File: config.mk
export PLATFORM = sky130hd
export DESIGN_NAME = hps_reset_arbiter_flat
export DESIGN_NICKNAME = d
export VERILOG_FILES = /design/src/rtl/hps_reset_pkg.sv /design/src/rtl/hps_reset_arbiter_if.sv /design/src/rtl/hps_reset_arbiter_edge_det.sv /design/src/rtl/hps_reset_arbiter.sv /design/src/flat_wrapper.sv
export SDC_FILE = /design/constraint.sdc
export NUM_CORES = 1
export LEC_CHECK = 0
export ABC_AREA = 1
export BUFFER_PORTS_ARGS = -buffer_cell sky130_fd_sc_hd__buf_4
export CAP_MARGIN = 20
export CORE_MARGIN = 4
export CORE_UTILIZATION = 54
export DETAILED_ROUTE_END_ITERATION = 12
export HOLD_SLACK_MARGIN = 0.1
export PLACE_DENSITY = 0.78
export SLEW_MARGIN = 5
export SYNTH_ARGS = -nofsm -noshare
export SYNTH_HDL_FRONTEND = slang
export SYNTH_SLANG_ARGS = --single-unit
export TNS_END_PERCENT = 20
File: constraint.sdc
create_clock -name clk -period 1.8 [get_ports clk]
set_input_delay 0.54 -clock clk [delete_from_list [all_inputs] [get_ports clk]]
set_output_delay 0.54 -clock clk [all_outputs]
set_load 0.01 [all_outputs]
File: src/rtl/hps_reset_pkg.sv
// Shared types and constants for the HPS reset request arbiter.
package hps_reset_pkg;

    localparam int CNT_W  = 8;
    localparam int TYPE_W = 3;

    // Bit positions of the request types in every 3-bit request vector
    localparam int COLD  = 0;
    localparam int WARM  = 1;
    localparam int DEBUG = 2;

    typedef enum logic [1:0] {
        ST_IDLE  = 2'd0,
        ST_PULSE = 2'd1,
        ST_GUARD = 2'd2
    } state_e;

    // Add a small increment to a statistics counter, sticking at all-ones
    function automatic logic [CNT_W-1:0] sat_add(input logic [CNT_W-1:0] a,
                                                 input logic [1:0]       inc);
        logic [CNT_W:0] sum;
        sum = {1'b0, a} + {{(CNT_W-1){1'b0}}, inc};
        return sum[CNT_W] ? '1 : sum[CNT_W-1:0];
    endfunction

endpackage

File: src/rtl/hps_reset_arbiter_if.sv
// Request inputs, active-low HPS reset requests and statistics of the arbiter.
interface hps_reset_arbiter_if;
    import hps_reset_pkg::*;

    logic [TYPE_W-1:0] probe_req;
    logic [TYPE_W-1:0] btn_req;
    logic              cold_req_n;
    logic              warm_req_n;
    logic              debug_req_n;
    logic              busy;
    logic [CNT_W-1:0]  grant_count;
    logic [CNT_W-1:0]  drop_count;

    // Requester side
    modport master (
        output probe_req, btn_req,
        input  cold_req_n, warm_req_n, debug_req_n, busy, grant_count, drop_count
    );

    // Arbiter side
    modport slave (
        input  probe_req, btn_req,
        output cold_req_n, warm_req_n, debug_req_n, busy, grant_count, drop_count
    );

endinterface

File: src/rtl/hps_reset_arbiter_edge_det.sv
// Per-bit rising-edge detector. While reset is held the history register
// tracks the inputs, so a level already high at reset release is not an edge.
module hps_reset_edge_det #(
    parameter int WIDTH = 3
) (
    input  logic             clk,
    input  logic             rst,
    input  logic [WIDTH-1:0] in_lvl,
    output logic [WIDTH-1:0] rise
);

    logic [WIDTH-1:0] prev_q;
    logic [WIDTH-1:0] prev_d;

    // Next history value and the edge itself (suppressed during reset)
    always_comb begin
        prev_d = in_lvl;
        rise   = rst ? '0 : (in_lvl & ~prev_q);
    end

    // History register, loaded with the live inputs in reset as well
    always_ff @(posedge clk) begin
        if (rst) prev_q <= in_lvl;
        else     prev_q <= prev_d;
    end

endmodule

File: src/rtl/hps_reset_arbiter.sv
// HPS reset request arbiter: merges probe and button reset requests, issues
// one active-low pulse at a time (cold > warm > debug) followed by a guard gap.
// Optional statistics counters are built when HPS_RST_ARB_STATS_EN is defined;
// otherwise grant_count/drop_count read 0.
//
// state    | meaning
// ST_IDLE  | no pulse; grant highest-priority pending or new request
// ST_PULSE | one *_req_n held low, counter runs down the pulse length
// ST_GUARD | all outputs high for GUARD_CYCLES before accepting again
module hps_reset_arbiter
    import hps_reset_pkg::*;
#(
    parameter int COLD_PULSE   = 6,
    parameter int WARM_PULSE   = 2,
    parameter int DEBUG_PULSE  = 32,
    parameter int GUARD_CYCLES = 16
) (
    input  logic                clk,
    input  logic                rst,
    hps_reset_arbiter_if.slave  bus
);

    localparam logic [CNT_W-1:0] COLD_LOAD  = CNT_W'(COLD_PULSE - 1);
    localparam logic [CNT_W-1:0] WARM_LOAD  = CNT_W'(WARM_PULSE - 1);
    localparam logic [CNT_W-1:0] DEBUG_LOAD = CNT_W'(DEBUG_PULSE - 1);
    localparam logic [CNT_W-1:0] GUARD_LOAD = CNT_W'(GUARD_CYCLES - 1);

    logic [TYPE_W-1:0] edge_probe;
    logic [TYPE_W-1:0] edge_btn;
    logic [TYPE_W-1:0] edges;
    logic [TYPE_W-1:0] req_any;
    logic [TYPE_W-1:0] grant_oh;

    state_e            state_q,   state_d;
    logic [CNT_W-1:0]  cnt_q,     cnt_d;
    logic [TYPE_W-1:0] active_q,  active_d;
    logic [TYPE_W-1:0] pending_q, pending_d;

    hps_reset_edge_det #(.WIDTH(TYPE_W)) u_edge_probe (
        .clk    (clk),
        .rst    (rst),
        .in_lvl (bus.probe_req),
        .rise   (edge_probe)
    );

    hps_reset_edge_det #(.WIDTH(TYPE_W)) u_edge_btn (
        .clk    (clk),
        .rst    (rst),
        .in_lvl (bus.btn_req),
        .rise   (edge_btn)
    );

    // Same-type edges from both requesters collapse into one request
    always_comb begin
        edges    = edge_probe | edge_btn;
        req_any  = pending_q | edges;
        grant_oh = '0;
        if (req_any[COLD])       grant_oh[COLD]  = 1'b1;
        else if (req_any[WARM])  grant_oh[WARM]  = 1'b1;
        else if (req_any[DEBUG]) grant_oh[DEBUG] = 1'b1;
    end

    // Next state, pulse/guard down-counter and pending request bookkeeping
    always_comb begin
        state_d   = state_q;
        cnt_d     = cnt_q;
        active_d  = active_q;
        pending_d = pending_q;
        case (state_q)
            ST_IDLE: begin
                if (|req_any) begin
                    state_d  = ST_PULSE;
                    active_d = grant_oh;
                    if (grant_oh[COLD]) begin
                        cnt_d     = COLD_LOAD;
                        pending_d = '0;
                    end else begin
                        cnt_d     = grant_oh[WARM] ? WARM_LOAD : DEBUG_LOAD;
                        pending_d = req_any & ~grant_oh;
                    end
                end
            end
            ST_PULSE: begin
                // A re-edge of the type already pulsing is merged, not queued
                pending_d = pending_q | (edges & ~active_q);
                if (cnt_q == '0) begin
                    if (GUARD_CYCLES == 0) begin
                        state_d = ST_IDLE;
                    end else begin
                        state_d = ST_GUARD;
                        cnt_d   = GUARD_LOAD;
                    end
                end else begin
                    cnt_d = cnt_q - 1'b1;
                end
            end
            ST_GUARD: begin
                pending_d = pending_q | edges;
                if (cnt_q == '0) state_d = ST_IDLE;
                else             cnt_d   = cnt_q - 1'b1;
            end
            default: begin
                state_d = ST_IDLE;
            end
        endcase
    end

    // FSM and arbitration registers
    always_ff @(posedge clk) begin
        if (rst) begin
            state_q   <= ST_IDLE;
            cnt_q     <= '0;
            active_q  <= '0;
            pending_q <= '0;
        end else begin
            state_q   <= state_d;
            cnt_q     <= cnt_d;
            active_q  <= active_d;
            pending_q <= pending_d;
        end
    end

    assign bus.cold_req_n  = ~((state_q == ST_PULSE) && active_q[COLD]);
    assign bus.warm_req_n  = ~((state_q == ST_PULSE) && active_q[WARM]);
    assign bus.debug_req_n = ~((state_q == ST_PULSE) && active_q[DEBUG]);
    assign bus.busy        = (state_q != ST_IDLE);

`ifdef HPS_RST_ARB_STATS_EN
    logic [CNT_W-1:0] grant_count_q, grant_count_d;
    logic [CNT_W-1:0] drop_count_q,  drop_count_d;
    logic             grant_inc;
    logic [1:0]       drop_inc;

    // Grants on IDLE->PULSE; drops from cold flushing or same-type merges
    always_comb begin
        grant_inc = (state_q == ST_IDLE) && (|req_any);
        drop_inc  = 2'd0;
        if (grant_inc && grant_oh[COLD])
            drop_inc = {1'b0, req_any[WARM]} + {1'b0, req_any[DEBUG]};
        else if ((state_q == ST_PULSE) && (|(edges & active_q)))
            drop_inc = 2'd1;
        grant_count_d = sat_add(grant_count_q, {1'b0, grant_inc});
        drop_count_d  = sat_add(drop_count_q, drop_inc);
    end

    // Statistics registers
    always_ff @(posedge clk) begin
        if (rst) begin
            grant_count_q <= '0;
            drop_count_q  <= '0;
        end else begin
            grant_count_q <= grant_count_d;
            drop_count_q  <= drop_count_d;
        end
    end

    assign bus.grant_count = grant_count_q;
    assign bus.drop_count  = drop_count_q;
`else
    assign bus.grant_count = '0;
    assign bus.drop_count  = '0;
`endif

endmodule

File: src/flat_wrapper.sv
// flat-port wrapper written by rule: the top's interface ports become plain ports
module hps_reset_arbiter_flat import hps_reset_pkg::*;
#(
    parameter int COLD_PULSE   = 6,
    parameter int WARM_PULSE   = 2,
    parameter int DEBUG_PULSE  = 32,
    parameter int GUARD_CYCLES = 16
)
  (clk, rst, bus_probe_req, bus_btn_req, bus_cold_req_n, bus_warm_req_n, bus_debug_req_n, bus_busy, bus_grant_count, bus_drop_count);
  hps_reset_arbiter_if bus_i ();
  input  logic clk;
  input  logic rst;
  input wire logic [$bits(bus_i.probe_req)-1:0] bus_probe_req;
  input wire logic [$bits(bus_i.btn_req)-1:0] bus_btn_req;
  output wire logic [$bits(bus_i.cold_req_n)-1:0] bus_cold_req_n;
  output wire logic [$bits(bus_i.warm_req_n)-1:0] bus_warm_req_n;
  output wire logic [$bits(bus_i.debug_req_n)-1:0] bus_debug_req_n;
  output wire logic [$bits(bus_i.busy)-1:0] bus_busy;
  output wire logic [$bits(bus_i.grant_count)-1:0] bus_grant_count;
  output wire logic [$bits(bus_i.drop_count)-1:0] bus_drop_count;
  assign bus_i.probe_req = bus_probe_req;
  assign bus_i.btn_req = bus_btn_req;
  assign bus_cold_req_n = bus_i.cold_req_n;
  assign bus_warm_req_n = bus_i.warm_req_n;
  assign bus_debug_req_n = bus_i.debug_req_n;
  assign bus_busy = bus_i.busy;
  assign bus_grant_count = bus_i.grant_count;
  assign bus_drop_count = bus_i.drop_count;
  hps_reset_arbiter #(.COLD_PULSE(COLD_PULSE), .WARM_PULSE(WARM_PULSE), .DEBUG_PULSE(DEBUG_PULSE), .GUARD_CYCLES(GUARD_CYCLES)) u_core (.clk(clk), .rst(rst), .bus(bus_i));
endmodule
# [Word level (Yosys, flattened, before mapping)]
# Index checks and enable logic that the tools add are counted.
[op_classes] eq_ne=6 bitwise=14 n_reduce_logical=12 n_mux=20 addsub=1
[ops] cell="two-way mux 8 bit" count=4
[ops] cell="case mux 8 bit (3 select lines)" count=1
[ops] cell="bitwise AND 3 bit" count=4
[ops] cell="two-way mux 3 bit" count=4
[ops] cell="inverter 3 bit" count=4
[ops] cell="OR 3 bit" count=3
[ops] cell="case mux 3 bit (3 select lines)" count=1
[ops] cell="logical NOT 8 bit" count=1
[ops] cell="two-way mux 2 bit" count=4
[ops] cell="subtractor 8 x 1 -> 8 bit, second input constant" count=1
[ops] cell="inequality test 2 x 1 -> 1 bit, second input constant" count=3
[ops] cell="case mux 2 bit (3 select lines)" count=1
[ops] cell="AND reduction 3 bit" count=2
[ops] cell="two-way mux 5 bit" count=1
[ops] cell="two-way mux 1 bit" count=4
[ops] cell="AND reduction 2 bit" count=2
[ops] cell="logical AND 1 bit" count=3
[ops] cell="inverter 1 bit" count=3
[ops] cell="nonzero test 3 bit" count=1
[ops] cell="OR reduction 3 bit" count=1
[ops] cell="== test 2 x 1 -> 1 bit, second input constant" count=1
[ops] cell="== test 2 bit, second input constant" count=1
[ops] cell="logical NOT 2 bit" count=1
[ops] cell="inequality test 2 bit, second input constant" count=1
[ops] cell="nonzero test 2 bit" count=1
[totals] out_inout_bits=20 inputBits=8 elab_cells=59 regBits=22

# [Depth between registers and ports, before layout]
# Gate-level depths: netlist (run 1).
[depth] ltp_word=13 depth_mapped=12

# [Modules after synthesis]
# Synthesis (run 1) repeated with hierarchy kept, for this count alone.
[unflattened] cells_unflattened=210 hier_area_um2=1420.1
[modules_own_cells] mod="hps_reset_arbiter" cells_per_inst=186 seq_area_each_um2=320.3 instances=1 area_per_inst_um2=1232.4
[modules_own_cells] mod="hps_reset_edge_det" cells_per_inst=12 seq_area_each_um2=60.1 instances=2 area_per_inst_um2=93.8

# [Least setup slack after synthesis (run 1)]
# OpenSTA, ideal clock, no wires.
[synth_timing] kind="input to register" start="input port rst" end="register u_core.cnt_q[3]" required_time_ns=1.689 path_buffers=3 setup_slack_ns=0.133 cell_stages=12 arrival_time_ns=1.556 path_cell_list="buf_4 -> inv_4 -> buf_6 -> nand3_2 -> nand3_4 -> nor2_8 -> nand2_8 -> nand2_2 -> buf_6 -> nand2_1 -> nand2_1 -> nor2_1"
[synth_between] elab_chain_len=9 word_cells_on_any_way=14 cone_classes="eq/ne (1); mux (9); bitwise (2); reduce/logical (2)"
[synth_rtl] element="start: declaration" line="flat_wrapper.sv:12" text="input logic rst;"
[synth_rtl] element="two-way mux 3 bit" line="hps_reset_arbiter_edge_det.sv:18" text="rise = rst ? '0 : (in_lvl & ~prev_q);"
[synth_rtl] element="OR 3 bit" line="hps_reset_arbiter.sv:55" text="edges = edge_probe | edge_btn;"
[synth_rtl] element="OR 3 bit" line="hps_reset_arbiter.sv:56" text="req_any = pending_q | edges;"
[synth_rtl] element="two-way mux 1 bit" line="hps_reset_arbiter.sv:59" text="else if (req_any[WARM]) grant_oh[WARM] = 1'b1;"
[synth_rtl] element="two-way mux 2 bit" line="hps_reset_arbiter.sv:58" text="if (req_any[COLD]) grant_oh[COLD] = 1'b1;"
[synth_rtl] element="two-way mux 5 bit" line="hps_reset_arbiter.sv:78" text="cnt_d = grant_oh[WARM] ? WARM_LOAD : DEBUG_LOAD;"
[synth_rtl] element="two-way mux 8 bit" line="hps_reset_arbiter.sv:74" text="if (grant_oh[COLD]) begin"
[synth_rtl] element="two-way mux 8 bit" line="hps_reset_arbiter.sv:71" text="if (|req_any) begin"
[synth_rtl] element="case mux 8 bit (3 select lines)" line="hps_reset_arbiter.sv:69" text="case (state_q)"
[synth_rtl] element="end signal: assignment" line="hps_reset_arbiter.sv:117" text="cnt_q <= cnt_d;"
[synth_rtl] element="end: declaration" line="hps_reset_arbiter.sv:35" text="logic [CNT_W-1:0] cnt_q, cnt_d;"
# Parallel ways exist; a longest one is shown, timed or not. The select of a mux whose other input is x is not followed.
# A chain may end at the register's enable or synchronous reset.

# [Worst setup path in the final report (run 1)]
[layout_timing] start="register u_core.state_q[1]" end="output port bus_cold_req_n"
[layout_between] elab_chain_len=3
[layout_rtl] element="start: declaration" line="hps_reset_arbiter.sv:34" text="state_e state_q, state_d;"
[layout_rtl] element="start signal: assignment" line="hps_reset_arbiter.sv:116" text="state_q <= state_d;"
[layout_rtl] element="== test 2 x 1 -> 1 bit" line="hps_reset_arbiter.sv:123" text="assign bus.cold_req_n = ~((state_q == ST_PULSE) && active_q[COLD]);"
[layout_rtl] element="logical AND 1 bit" line="hps_reset_arbiter.sv:123"
[layout_rtl] element="inverter 1 bit" line="hps_reset_arbiter.sv:123"
[layout_rtl] element="end: declaration" line="flat_wrapper.sv:15" text="output wire logic [$bits(bus_i.cold_req_n)-1:0] bus_cold_req_n;"
# Every way passes these cells.

==> results.yml, run 1 <==
cells_and_area:
  instances_no_fill: 254
  nets: 239
  n_antenna_cell: 0
  synthToLayoutAreaGrowth_pct: 11.4
  drive_gt1_share_pct: 21.4
  fillers: 231
timing:
  final-hold-violation-count: 0
  tns_ps: 0
  grt_setup_unrepaired: "true"
  skew_ps: 1.79
  slew_violations: 0
  fmax_mhz: 573
  setup_viol: 0
  post-route-period-util_pct: 97.0
  min_period_ps: 1750
worst_setup_path:
  r2r_start: "u_core.state_q[0]"
  worstPathMaxFanout: 3
  arrival_ps: 1210
  critPathLaunch: "u_core.state_q[1]"
  cp-start-kind: "flip-flop"
  critPathCapture: "bus_cold_req_n"
  r2r-end: "u_core.cnt_q[4]"
  reg2reg_depth: 9
  cp-end-kind: "output port"
  r2r_slack_ps: 200
  cp.required_ps: 1260
  worstSetupPathType: "flip-flop to output port"
power_and_ir_drop:
  p_sw_share_pct: 45.8
  pwr-share-seq_pct: 30.1
  combPwrFrac_pct: 58.2
  powerDensity_nw_per_um2: 1460
  clockPowerShare_pct: 11.7
  p_switching_uw: 1070
  ir_drop_uv: 893
  leakage_uw: 0.000798
  intPower_uw: 1270
  p_total_uw: 2350
cts:
  clock_path_buffers: 2
  clock-root-buffer: "clkbuf_4"
  tritoncts: "built"
  htreeDepth: 1
  clk_pin_slew_ps: 120
  clock_sinks: 22
  clk_latency_ps: 310
  cts_buffers: 3
hold_path:
  hold_class: "input port to flip-flop"
  hp-start: "bus_probe_req[1]"
synthesis:
  synth_top_family_by_area: "simple AND/OR/NAND/NOR gates"
  synthMuxAreaShare_pct: 0
  synthCells: 203
  yosysSeqAreaShare_pct: 30.5
  yosys.area_share.simple_pct: 36.6
  syn_area_per_cell_um2: 7.11
  synth_seq_cells: 22
  ys_types: 33
  synth-compound-area-share_pct: 8.85
  yosys_warnings: 0
  netlist_area_um2: 1440
  synthAdderAreaFrac_pct: 5.20
  synth-xor-area-share_pct: 1.21
floorplan:
  die_height_um: 59.7
  io_pins: 28
  die_area_um2: 3560
  die_w_um: 59.7
  placementRows: 18
  initial_core_util_pct: 57.2
  core_area_um2: 2520
routing:
  via_per_inst: 4.82
  drc: 0
  antenna_left: 0
  drt_wl_total_mm: 2.75
  first_iter_violations: 71
  first_pass_iters: 4
  wl_per_cell_um: 10.8
  vias: 1224
grt:
  grt_pass1_vias: 1101
  antenna_found_initial: 0
  grt_overflow: 0
  grt_usage_pct: 17.0
  grt_first_pass_wirelength_mm: 4.60
  grt_max_degree: 13
run_status:
  outcome: "finished clean"
place:
  dp_cells: 248
  dp_hpwl_mm: 2.13
  gp_congestion: 0.859
  io_buffers: 11
flow_run:
  drv_cap: 0
-- cells in the final DEF, fill, tap and decap left out, drive strengths merged, types with 4 or more instances in the layout --
cell type	n
a21oi	13
o21ai	5
clkbuf	4
buf	22
inv	25
nor2	25
nand3	18
dfxtp	22
nand2	55
conb	16
ha	6
nand3b	5
-- cells in the mapped netlist, drive strengths merged --
library cell,number,share of area [%]
clkbuf,1,0.26
ha,6,5.2
nor2,25,8.2
o211ai,1,0.52
nand2,55,16
o311ai,1,0.61
a21boi,1,0.52
dfxtp,22,31
o21ai,5,1.7
nand4,1,0.43
xor2,1,0.61
a21oi,13,5.0
inv,25,6.7
conb,1,0.26
nor3,1,0.35
o22ai,1,0.43
nand3,18,8.2
xnor2,1,0.61
buf,19,10
nand3b,5,3.7
-- per-stage QoR --
step,worst slack (ps),hold WS [ps],area (um^2),util [%]
finish,53.7,332,1610,63.7
global route,-15.5,309,1610,63.7
CTS,-0.235,321,1570,62.4
detailed placement,72.1,459,1530,60.8
global placement,96.7,455,1530,60.8
floorplan,133,440,1500,-
-- repair_timing --
item	4_1_cts	5_1_grt
hold endpoints to repair	0	0
hold buffers	0	0
endpoints found under the setup margin	4	5
buffers inserted	0	2
gates resized for setup	4	4
-- sequential cells by signal (all words and copies together), names as in the netlist --
signal                      count
u_core.active_q                 3
u_core.state_q                  2
u_core.u_edge_btn.prev_q        3
u_core.cnt_q                    8
u_core.pending_q                3
u_core.u_edge_probe.prev_q      3
-- how the worst min path moves through the flow --
stage	to	slack [ps]	cells after the start
2_1_floorplan	u_core.pending_q[0]	440	2
3_3_place_gp	u_core.pending_q[0]	460	2
3_5_place_dp	u_core.pending_q[0]	460	2
4_1_cts	u_core.u_edge_probe.prev_q[1]	320	1
5_1_grt	u_core.u_edge_probe.prev_q[1]	310	1
6_report	u_core.u_edge_probe.prev_q[1]	330	1
-- final cells by class --
cell class | count | area, um^2 | area share, %
inverters | 25 | 96.3 | 6.00
repair buffers | 22 | 165 | 10.3
multi-input cells | 151 | 826 | 51.4
well taps | 30 | 37.5 | 2.34
flip-flops and latches | 22 | 445 | 27.7
clock buffers | 4 | 36.3 | 2.26
-- per-layer routing --
layer  up-vias  global-route usage, %  routed length (um)
met1       533                   20.9                1250
met2        34                   29.8                1320
met5         -                      0                   0
met3         8                   3.89                 138
met4         0                   3.80                  45
li1        649                      -                   -
-- critical path: stages (launching register included) --
cell and delay, ps:
dfxtp_2 370, inv_2 60, ha_4 160, buf_4 140
nand2_1 60, buf_4 110
-- power groups by stage --
stage | combinational [uW] | clock, uW | sequential [uW]
finish | 1370 | 274 | 708
global route | 1560 | 306 | 719
CTS | 1310 | 288 | 698
detailed placement | 1300 | 0 | 706
global placement | 1290 | 0 | 703
floorplan | 1060 | 0 | 685
-- cell families after synthesis --
group	count (synthesis)
other	1
AO/OA/AOI/OAI	22
flip-flops	22
AND/OR/NAND/NOR	105
adder cells (fa/ha/maj)	6
XOR/XNOR	2
buffers and inverters	45
No activity file was read; power rests on OpenSTA's default activity.
==> run 2: changes to the inputs <==
--- a/config.mk
+++ b/config.mk
@@ -13,6 +13,7 @@
 export DETAILED_ROUTE_END_ITERATION = 12
 export HOLD_SLACK_MARGIN = 0.1
 export PLACE_DENSITY = 0.78
+export RECOVER_POWER = 100
 export SLEW_MARGIN = 5
 export SYNTH_ARGS = -nofsm -noshare
 export SYNTH_HDL_FRONTEND = slang
==> results.yml, run 2 (synthesis results as in run 1) <==
timing:
  final-hold-violation-count: 0
  setup_viol: 0
  post-route-period-util_pct: 97.0
  slew_violations: 0
  min_period_ps: 1750
  hold_slack_ps: 355
  grt_setup_unrepaired: "true"
  skew_ps: 2.47
  fmax_mhz: 573
floorplan:
  die_height_um: 59.7
  die_w_um: 59.7
  core_area_um2: 2520
  initial_core_util_pct: 57.2
  placementRows: 18
  io_pins: 28
  die_area_um2: 3560
cells_and_area:
  nets: 239
  multiInputGateArea_um2: 826
  layout_commonest_cell: "nand2_1"
  fillers: 234
  synthToLayoutAreaGrowth_pct: 10.6
  n_antenna_cell: 0
  drive_gt1_share_pct: 20.1
  fin_util_pct: 63.2
  mostFrequentLayoutCells: "nand2_1, nor2_1, inv_1"
  max_flop_register: "u_core.cnt_q"
  largest_reg_flops: 8
  final-seq-area_um2: 445
power_and_ir_drop:
  powerDensity_nw_per_um2: 1470
  p_total_uw: 2340
  leakage_uw: 0.000786
  ir_drop_uv: 892
routing:
  drc: 0
  first_iter_violations: 55
  first_pass_iters: 4
  wl_per_cell_um: 10.8
  vias: 1223
  antenna_left: 0
  drt_wl_total_mm: 2.75
  via_per_inst: 4.81
cts:
  tritoncts: "built"
  clock_path_buffers: 2
  cts_buffers: 3
  clk_pin_slew_ps: 120
  clock-root-buffer: "clkbuf_4"
  clk_latency_ps: 310
  clock_sinks: 22
  htreeDepth: 1
worst_setup_path:
  arrival_ps: 1210
  worstPathMaxFanout: 3
  cp-start-kind: "flip-flop"
  cp.required_ps: 1260
  cp-end-kind: "output port"
  worstSetupPathType: "flip-flop to output port"
grt:
  grt_overflow: 0
  grt_max_degree: 13
  grt_first_pass_wirelength_mm: 4.60
  grt_usage_pct: 17.0
  grt_pass1_vias: 1101
  antenna_found_initial: 0
place:
  dp_hpwl_mm: 2.13
  io_buffers: 11
  gp_congestion: 0.859
hold_path:
  hold_class: "input port to flip-flop"
run_status:
  outcome: "finished clean"
flow_run:
  drv_cap: 0
-- run 2: cell count changes in the layout (fill, tap and decap cells not counted) --
| cell | before | now |
|---|---|---|
| buf_4 | 22 | 16 |
| clkbuf_1 | 0 | 3 |
| clkbuf_4 | 3 | 6 |
-- run 2: worst paths after layout --
path / end / cells past startpoint / slack (ps) / start
setup / recovery: bus_cold_req_n / 5 / 50 / u_core.state_q[1]
hold / removal: u_core.u_edge_probe.prev_q[0] / 1 / 360 / bus_probe_req[0]
setup reg to reg: u_core.cnt_q[4] / 9 / 200 / u_core.state_q[0]
hold reg to reg: u_core.pending_q[0] / 2 / 470 / u_core.pending_q[0]
-- run 2: through the flow --
stage | TNS (ps) | std cells | cell area (um^2) | setup slack, ps
finish | 0 | 254 | 1600 | 54.6
global route | -36.8 | 254 | 1600 | -15.5
CTS | -0.235 | 252 | 1570 | -0.235
detailed placement | 0 | 248 | 1530 | 72.1
global placement | 0 | 248 | 1530 | 96.7
floorplan | 0 | 218 | 1500 | 133
-- run 2: layout make-up --
cell class / count / area share [%]
Clock buffer: 4 / 2.27
Inverter: 25 / 6.04
Multi-Input combinational cell: 151 / 51.8
Sequential cell: 22 / 27.9
Tap cell: 30 / 2.35
Timing Repair Buffer: 22 / 9.65
-- run 2: metal layers --
layer / up-vias / part of all wire, % / global-route usage [%]
met5: - / 0 / 0
met1: 531 / 46 / 20.9
met4: 0 / 1.6 / 3.80
met2: 34 / 48 / 29.8
li1: 650 / - / -
met3: 8 / 5.0 / 3.89
-- run 2: critical path: stages (launching register included) --
cell     delay (ps)
dfxtp_2         370
inv_2            60
ha_4            160
buf_4           140
nand2_1          60
buf_4           110
-- run 2: power breakdown --
part / internal [uW] / leakage (uW) / switching (uW)
Sequential: 611 / 0.000183 / 97.0
Clock: 124 / 0.0000210 / 150
Combinational: 537 / 0.000582 / 827
Total: 1270 / 0.000786 / 1070
-- run 2: what timing repair did --
item | 4_1_cts | 5_1_grt
setup buffers | 0 | 2
pin swaps | 0 | 0
gates cloned | 0 | 0
resized for setup | 4 | 4
endpoints found under the setup margin | 4 | 5
hold buffers | 0 | 0
hold endpoints to repair | 0 | 0
